**src/rtl/slow_ch_pkg.sv**
```systemverilog
// Shared types and constants for the Cray slow-channel model.
// Used by both the transmit and receive sides of the channel.
package slow_ch_pkg;

   localparam int HW_W           = 16;
   localparam int WORD_W         = 64;
   localparam int BEATS_PER_WORD = 4;
   localparam int PTR_W          = 2;

   typedef struct packed {
      logic              last;
      logic [WORD_W-1:0] data;
   } ch_word_t;

   // Halfword ptr of a word, least-significant halfword first.
   function automatic logic [HW_W-1:0] hw_sel(
      input logic [WORD_W-1:0] w,
      input logic [PTR_W-1:0]  p
   );
      logic [HW_W-1:0] r;
      unique case (p)
         2'd0: r = w[15:0];
         2'd1: r = w[31:16];
         2'd2: r = w[47:32];
         2'd3: r = w[63:48];
      endcase
      return r;
   endfunction

endpackage

```
**src/rtl/slow_ch_tx_fifo.sv**
```systemverilog
// Two-entry word buffer between the internal side and the serializer.
// Writes are gated only by full; the head entry is always visible.
module slow_ch_tx_fifo
   import slow_ch_pkg::*;
(
   input  logic       clk,
   input  logic       rst,
   input  logic       wr_i,
   input  logic       rd_i,
   input  ch_word_t   din_i,
   output ch_word_t   head_o,
   output logic [1:0] count_o,
   output logic       full_o
);

   ch_word_t   mem_q [2];
   logic       wp_q;
   logic       rp_q;
   logic [1:0] cnt_q;
   logic [1:0] cnt_d;
   logic       wr_en;
   logic       rd_en;

   assign full_o  = (cnt_q == 2'd2);
   assign count_o = cnt_q;
   assign head_o  = mem_q[rp_q];
   assign wr_en   = wr_i && !full_o;
   assign rd_en   = rd_i && (cnt_q != 2'd0);

   // Occupancy follows accepted writes and pops.
   always_comb begin
      cnt_d = cnt_q;
      unique case ({wr_en, rd_en})
         2'b10:   cnt_d = cnt_q + 2'd1;
         2'b01:   cnt_d = cnt_q - 2'd1;
         default: cnt_d = cnt_q;
      endcase
   end

   // Storage needs no reset; occupancy decides validity.
   always_ff @(posedge clk) begin
      if (wr_en) mem_q[wp_q] <= din_i;
   end

   // Pointers and count.
   always_ff @(posedge clk) begin
      if (rst) begin
         wp_q  <= 1'b0;
         rp_q  <= 1'b0;
         cnt_q <= 2'd0;
      end else begin
         if (wr_en) wp_q <= ~wp_q;
         if (rd_en) rp_q <= ~rp_q;
         cnt_q <= cnt_d;
      end
   end

endmodule

```
**src/rtl/slow_ch_tx.sv**
```systemverilog
// Slow-channel transmitter: buffers 64-bit words and sends them as
// four paced 16-bit beats, flagging disconnect on the final beat.
module slow_ch_tx
   import slow_ch_pkg::*;
#(
   parameter int PACE_CYCLES = 0,
   parameter int GAP_W       = 8
) (
   input  logic              clk,
   input  logic              rst,
   input  logic [WORD_W-1:0] i_data,
   input  logic              i_wr,
   input  logic              i_last,
   output logic              o_full,
   output logic              o_busy,
   output logic              o_int,
   output logic [HW_W-1:0]   p_channel_data,
   output logic              p_channel_srdy,
   input  logic              p_channel_drdy,
   output logic              p_channel_disconnect,
   output logic              p_channel_data_valid
);

   localparam logic [PTR_W-1:0] LAST_PTR = PTR_W'(BEATS_PER_WORD - 1);
   localparam logic [GAP_W-1:0] GAP_LD   = GAP_W'(PACE_CYCLES);

   ch_word_t         head;
   ch_word_t         din;
   logic [1:0]       cnt;
   logic             full;
   logic [PTR_W-1:0] ptr_q, ptr_d;
   logic [GAP_W-1:0] gap_q, gap_d;
   logic             int_q, int_d;
   logic             srdy;
   logic             beat;
   logic             at_end;
   logic             pop;

   assign din    = '{last: i_last, data: i_data};
   assign srdy   = (cnt != 2'd0) && (gap_q == '0);
   assign beat   = srdy && p_channel_drdy;
   assign at_end = (ptr_q == LAST_PTR);
   assign pop    = beat && at_end;

   slow_ch_tx_fifo u_fifo (
      .clk     (clk),
      .rst     (rst),
      .wr_i    (i_wr),
      .rd_i    (pop),
      .din_i   (din),
      .head_o  (head),
      .count_o (cnt),
      .full_o  (full)
   );

   assign o_full               = full;
   assign o_busy               = (cnt != 2'd0);
   assign o_int                = int_q;
   assign p_channel_srdy       = srdy;
   assign p_channel_data_valid = srdy;
   assign p_channel_data       = srdy ? hw_sel(head.data, ptr_q) : '0;
   assign p_channel_disconnect = srdy && at_end && head.last;

   // Next beat pointer, pacing gap and completion pulse.
   always_comb begin
      ptr_d = ptr_q;
      gap_d = gap_q;
      int_d = beat && at_end && head.last;
      if (beat) begin
         ptr_d = ptr_q + PTR_W'(1);
         gap_d = GAP_LD;
      end else if (gap_q != '0) begin
         gap_d = gap_q - GAP_W'(1);
      end
   end

   // Serializer state registers.
   always_ff @(posedge clk) begin
      if (rst) begin
         ptr_q <= '0;
         gap_q <= '0;
         int_q <= 1'b0;
      end else begin
         ptr_q <= ptr_d;
         gap_q <= gap_d;
         int_q <= int_d;
      end
   end

endmodule
```
**config.mk**
```make
export PLATFORM = sky130hd
export DESIGN_NAME = slow_ch_tx
export DESIGN_NICKNAME = d
export VERILOG_FILES = /design/src/rtl/slow_ch_pkg.sv /design/src/rtl/slow_ch_tx_fifo.sv /design/src/rtl/slow_ch_tx.sv
export SDC_FILE = /design/constraint.sdc
export NUM_CORES = 1
export LEC_CHECK = 0
export CAP_MARGIN = 40
export CORE_AREA = 10 10 97 142
export CTS_CLUSTER_DIAMETER = 60
export DETAILED_ROUTE_END_ITERATION = 6
export DIE_AREA = 0 0 107 152
export PLACE_DENSITY = 0.78
export SYNTH_ARGS = -nofsm -noshare
export SYNTH_HDL_FRONTEND = slang
export SYNTH_SLANG_ARGS = --single-unit
```
**constraint.sdc**
```tcl
create_clock -name clk -period 3 [get_ports clk]
set_clock_uncertainty 0.05 [all_clocks]
set_input_delay 0.45 -clock clk [delete_from_list [all_inputs] [get_ports clk]]
set_output_delay 0.45 -clock clk [all_outputs]
set_load 0.01 [all_outputs]
```
==> Word-level counts from Yosys, hierarchy flattened <==
Memory sizes are Yosys's and may differ from the RTL's. A register that Yosys moved wholly into a read port is not among the register bits.
Cells that the tools add are included.
{ "word_totals": {"reg_bits": 15, "ram_bits": 130, "inputBits": 69, "out_inout_bits": 22, "wordCells": 41, "mem_count": 1} }
{ "classes": {"addsub": 4, "n_eq_ne": 6, "muxes": 7, "bitwise_logic": 2, "n_reduce_logical": 15} }
{ "mem_list": {"columns": ["memory", "depth", "word_bits", "rd", "rd_ports_with_merged_regs", "wr", "line_no", "text"], "rows": [
  ["u_fifo.mem_q", 2, 65, 1, 1, 1, "slow_ch_tx_fifo.sv:16", "ch_word_t mem_q [2];"]
]} }
{ "op_table": {"columns": ["op", "count"], "rows": [
  ["$pmux W16 S4", 1],
  ["$mux W16", 1],
  ["$eq A2 B2 Y1 const B", 4],
  ["$logic_and A1 B1 Y1", 8],
  ["$logic_not A8 Y1", 1],
  ["$reduce_bool A8 Y1", 1],
  ["$sub A8 B1 Y8 const B", 1],
  ["$add A2 B1 Y2 const B", 2],
  ["$eq A2 B1 Y1 const B", 2],
  ["$mux W1", 4],
  ["$pmux W2 S2", 1],
  ["$reduce_bool A2 Y1", 2],
  ["$logic_not A2 Y1", 1],
  ["$not A1 Y1", 2],
  ["$reduce_or A2 Y1", 1],
  ["$sub A2 B1 Y2 const B", 1],
  ["$logic_not A1 Y1", 1]
]} }

==> Logic depth before layout (Yosys ltp) <==
{ "depth": {"depth_word": 7, "mapped_depth": 10, "depth_no_buf": 9} }

==> Cells and area by module <==
A second synthesis with hierarchy kept.
{ "hier_totals": {"cells_unflattened": 369, "hier_area_um2": 5938.2} }
{ "modules_own_cells": {"columns": ["module", "instances", "cells_per_inst", "area_each_um2", "seq_area_each_um2"], "rows": [
  ["slow_ch_tx_fifo", 1, 227, 4890.9, 4003.8],
  ["slow_ch_tx", 1, 142, 1047.3, 220.2]
]} }

==> Least setup slack after synthesis <==
No wires, ideal clock.
{ "synth_path": {"path_type": "reg-to-reg", "start": "reg u_fifo.cnt_q[0] (netlist: u_fifo.count_o[0])", "end": "mem u_fifo.mem_q[0][0] (netlist name) (enable)", "setup_time_ps": 419, "arrival_ps": 2236, "required_time_ps": 2531, "slack_ps": 295, "path_stages_with_launch": 5, "n_path_buf": 0, "synth_period_minus_slack_ps": 2705, "path_cell_list": "dfxtp_1 -> nand2b_1 -> inv_1 -> or3_1 -> inv_1"} }
{ "synth_between": {"elab_chain_cells": 5} }
{ "synth_lines": {"columns": ["item", "line_no", "text"], "rows": [
  ["start, declared", "slow_ch_tx_fifo.sv:19", "logic [1:0] cnt_q;"],
  ["start signal, assigned", "slow_ch_tx_fifo.sv:54", "cnt_q <= cnt_d;"],
  ["$eq A2 B2 Y1", "slow_ch_tx_fifo.sv:24", "assign full_o = (cnt_q == 2'd2);"],
  ["via o_full", "slow_ch_tx.sv:14", "output logic o_full,"],
  ["$logic_not A1 Y1", "slow_ch_tx_fifo.sv:27", "assign wr_en = wr_i && !full_o;"],
  ["$logic_and A1 B1 Y1", "slow_ch_tx_fifo.sv:27", null],
  ["$mux W1", "slow_ch_tx_fifo.sv:42", "if (wr_en) mem_q[wp_q] <= din_i;"],
  ["$mux W1 (implied by the code)", "slow_ch_tx_fifo.sv:42", null],
  ["end, declared", "slow_ch_tx_fifo.sv:16", null]
]} }
The timed path passes the listed nets, and every way through them passes these cells.

==> Final worst setup path <==
{ "layout_path": {"start": "reg ptr_q[0]", "end": "out p_channel_data[14]"} }
{ "layout_between": {"elab_chain_cells": 3, "elab_cells_between_ends": 6, "cone_classes": "eq/ne: 3; mux: 2; reduce/logical: 1"} }
{ "layout_lines": {"columns": ["item", "line_no", "text"], "rows": [
  ["start, declared", "slow_ch_tx.sv:31", "logic [PTR_W-1:0] ptr_q, ptr_d;"],
  ["start signal, assigned", "slow_ch_tx.sv:84", "ptr_q <= ptr_d;"],
  ["$eq A2 B2 Y1, or another cell as far along", "slow_ch_pkg.sv:21", "unique case (p)"],
  ["$pmux W16 S4 *", "slow_ch_pkg.sv:21", null],
  ["$mux W16 *", "slow_ch_tx.sv:61", "assign p_channel_data = srdy ? hw_sel(head.data, ptr_q) : '0;"],
  ["end, declared", "slow_ch_tx.sv:17", "output logic [HW_W-1:0] p_channel_data,"]
]} }
Every way passes the cells marked *; elsewhere a longest branch is shown, timed or not.

==> results.md <==
Floorplan:
- The height of the die is 152 µm.
- The horizontal extent of the die is 107 µm.
- Once the floorplan was initialized, standard cells occupied 51.98% of the core.
- The I/O pin count is 91.
- After floorplanning, the core was divided into 48 placement rows.
- The core box area is 11290 µm².
- The die covers 16260 µm².

Final layout:
- The final net count is 570.
- Relative to the synthesized area, the layout overhead comes to 30.16%.
- The number of fill cells in the layout is 803.
- The post-route netlist has 10.87% of its cells at a drive strength greater than 1.
- The final non-filler cell area is 7640 µm².
- The number of antenna diodes in the final layout is 0.
- In the layout the commonest cells are edfxtp_1 (130), clkdlybuf4s50_1 (77), a21oi_1 (41).
- For this run, the share of the core covered by cells in the final layout is 67.66%.
- The commonest non-fill, non-tap cell in the layout is edfxtp_1.

Pwr:
- The switching power share of the total is 26.35%.
- The power share of the combinational group is 16.6%.
- Of the total power, the clock network draws 37.4%.
- The power dissipated by switching net loads is 1.417 mW.
- Cell internal power was estimated by the tool at 3.961 mW.
- The power density normalized to cell area is 704.0 nW/µm².
- The register share of total power is 46.0%.
- Summed over all cells, the static leakage comes to 2.820 nW.
- The worst voltage drop across the vdd grid is 0.0004869 V.

Clock network:
- TritonCTS built the clock tree.
- The number of setup buffers added after CTS is 0.
- The cell at the root of the clock tree is clkbuf_16.
- For this design, the CTS-stage hold fixing added 0 buffers.
- The clock insertion delay at the later pin of the skew report is 410 ps.
- The CTS sink count is 146.
- After clock tree synthesis, the clock-pin slew on the worst setup and hold paths is 60 ps.
- The clock passes through at most 2 buffers.
- The post-cts gate resize count is 8.
- The H-tree generated during clock tree synthesis spans 4 levels.
- Counting the buffers created by CTS gives 17.

Critical path:
- The worst setup path is captured at a primary output.
- The launching point of the worst reg2reg path is gap_q[0]$_SDFFE_PP0P_.
- The launching element type of the critical path is a flop.
- Traced cell by cell, the critical path runs through inv_1, ha_2, buf_12, nor2b_1, a211o_1, a21oi_1, clkdlybuf4s50_1.
- The arrival time at the worst endpoint is 2470 ps.
- The maximum fanout along the worst path is 48.
- The kind of cell with the highest combined delay on the critical path is buffers and inverters.
- The slowest library cell on the worst path is clkdlybuf4s50_1.
- The critical path starts at ptr_q[0]$_SDFFE_PP0P_.
- The critical path in this run is classified as reg2out.
- For the worst setup path, the data required time is 2500 ps.
- Counting both buffers and inverters, the worst setup path holds a total of 3.
- The peak per-stage delay on the critical path is 570 ps.
- The setup check on the worst reg-to-reg path leaves a slack of 360 ps.

Worst hold path:
- The startpoint of the lowest-slack hold path is u_fifo.wp_q$_SDFFE_PP0P_.
- The type of the worst min-delay path is reg2reg.

Yosys:
- The count of warnings emitted by yosys is 0.
- The post-synthesis sequential area ratio is 71.97%.
- The synthesized area is 5869 µm².
- The synthesized design contains 130 enable-type register cells.
- The most used flip-flop cell after synthesis is edfxtp_1.
- The net count of the mapped netlist is 472.
- After technology mapping, the gate count stands at 396.
- The mean area per synthesized cell is 14.82 µm².
- The netlist uses 39 different library cells.
- Counting flops and latches in the post-synthesis netlist gives 146.
- The share of flip-flops with an asynchronous set or reset is 0%.

Global routing:
- For this run the aggregate overflow at the end of global routing stands at 0.
- The number of antenna violations at the first check in global routing was 0.
- The pin count of the biggest net entering global routing is 66.
- The via count of the first global-routing pass is 4086.
- The global-route wire length before repair is 21200 µm.
- The total track usage is 16.68%.

Route:
- The number of design rule violations left after detail routing is 0.
- For this block, the routed nets add up to 13430 µm of wire.
- The remaining antenna violation count after routing is 0.
- After detailed routing, the average wire length per cell comes to 20.47 µm.
- The average vias per placed instance is 5.733.
- The total via count in the routed design is 3761.
- The first TritonRoute pass finished after 5 iterations.
- The count of routing violations after the opening detailed-route iteration is 203.

Flow run:
- The count of maximum capacitance violations is 0.

Timing:
- The part of the cycle the worst path needs is 99.06%.
- The final critical path time including I/O delays and setup is 2972 ps.
- Setup repair after global routing could not meet its margin everywhere.
- The final sum of negative setup slack is 0 ps.
- The number of slew-limit violations in the final report was 0.
- At the pin with the least slew margin, the transition time is 558.4 ps.
- The final number of setup-violating endpoints is 0.
- The slack of the critical path is 28.31 ps.
- For this run, the top clock speed supported by timing is 336.5 MHz.
- In this run the tightest slew margin relative to its limit is 62.77%.
- The final hold violation count was 0.

Placed design:
- The post-place instance area is 7047 µm².
- The number of buffers inserted by port buffering is 90.
- The detailed-placement wirelength estimate is 8821 µm.
- The worst-case setup slack after placement is 434.9 ps.
- The weighted congestion reported at the end of routability-driven placement is 0.7927.

Status:
- The run finished with clean final reports.
## layout make-up
class,instances,area (µm²),share of cell area (%)
Sequential cell,146,4224,55.29
Clock buffer,17,425.4,5.568
Timing Repair Buffer,105,1106,14.48
Multi-Input combinational cell,214,1514,19.82
Inverter,10,37.54,0.4913
Tap cell,150,187.7,2.457
Clock inverter,14,145.1,1.900
## flip-flops by register name (all words and copies together) (netlist names), named ones only
register	count
gap_q	8
o_int	1
ptr_q	2
u_fifo.count_o	2
u_fifo.mem_q	130
u_fifo.rp_q	1
u_fifo.wp_q	1
## worst paths after layout
kind                                          to  cells after the start
hold / removal          u_fifo.wp_q$_SDFFE_PP0P_                      2
hold reg to reg         u_fifo.wp_q$_SDFFE_PP0P_                      2
setup / recovery              p_channel_data[14]                      7
setup reg to reg  u_fifo.count_o[1]$_SDFFE_PP0P_                      8
## routing by layer
layer / share of wire, % / global-route usage [%]
met3: 6.8 / 6.224
met2: 53 / 28.19
met4: 3.0 / 6.990
met5: 0 / 0
met1: 38 / 18.22
## power groups by stage
stage / clock network [mW] / registers (mW) / logic [mW]
global route: 2.15 / 2.49 / 0.965
floorplan: 0 / 2.50 / 0.521
CTS: 2.05 / 2.47 / 0.892
global placement: 0 / 2.50 / 0.846
finish: 2.01 / 2.48 / 0.890
detailed placement: 0 / 2.51 / 0.875
## cell families (layout without fill, tap and decap cells)
family | Yosys count | in the layout | synth area share [%]
AOI/OAI and AO/OA | 133 | 133 | 15.77
and+or+nand+nor | 67 | 67 | 7.205
xor gates and xnor gates | 4 | 4 | 0.5970
adders and majority gates | 7 | 7 | 1.492
buffers and inverters | 36 | 146 | 2.388
DFF | 146 | 146 | 71.97
muxes | 3 | 3 | 0.5755
## worst min-delay path: stages (launching register included)
cell     delay, ps
dfxtp_1        310
o21ai_0         70
a21oi_1         60
## Yosys cell counts, types with 2 or more instances
cell type / n / area share (%)
o21ai_0: 5 / 0.43
ha_1: 7 / 1.5
clkbuf_1: 24 / 1.5
nand2_1: 4 / 0.26
dfxtp_1: 16 / 5.5
a21oi_1: 41 / 3.5
or3_1: 4 / 0.43
o211ai_1: 16 / 2.0
nand2b_1: 17 / 1.8
nor2b_1: 17 / 1.8
o31ai_1: 3 / 0.38
nor4_1: 2 / 0.21
a22oi_1: 16 / 2.0
a211o_1: 16 / 2.4
nor3_1: 4 / 0.34
or4_1: 2 / 0.26
mux2_1: 2 / 0.38
nand4_1: 2 / 0.21
nor2_1: 6 / 0.38
edfxtp_1: 130 / 67
xnor2_1: 3 / 0.45
nor3b_1: 2 / 0.26
a21o_1: 17 / 2.2
inv_1: 10 / 0.64
a22o_1: 16 / 2.4
## per-stage QoR
step	hold WS, ps	total power, mW	std cells
final	435.8	5.378	656
after global routing	466.3	5.604	656
after CTS	437.8	5.410	656
after detailed placement	427.5	3.388	625
after global placement	419.8	3.347	625
after floorplan	404.7	3.016	396
Note: power is estimated with default switching activity, not from simulation.
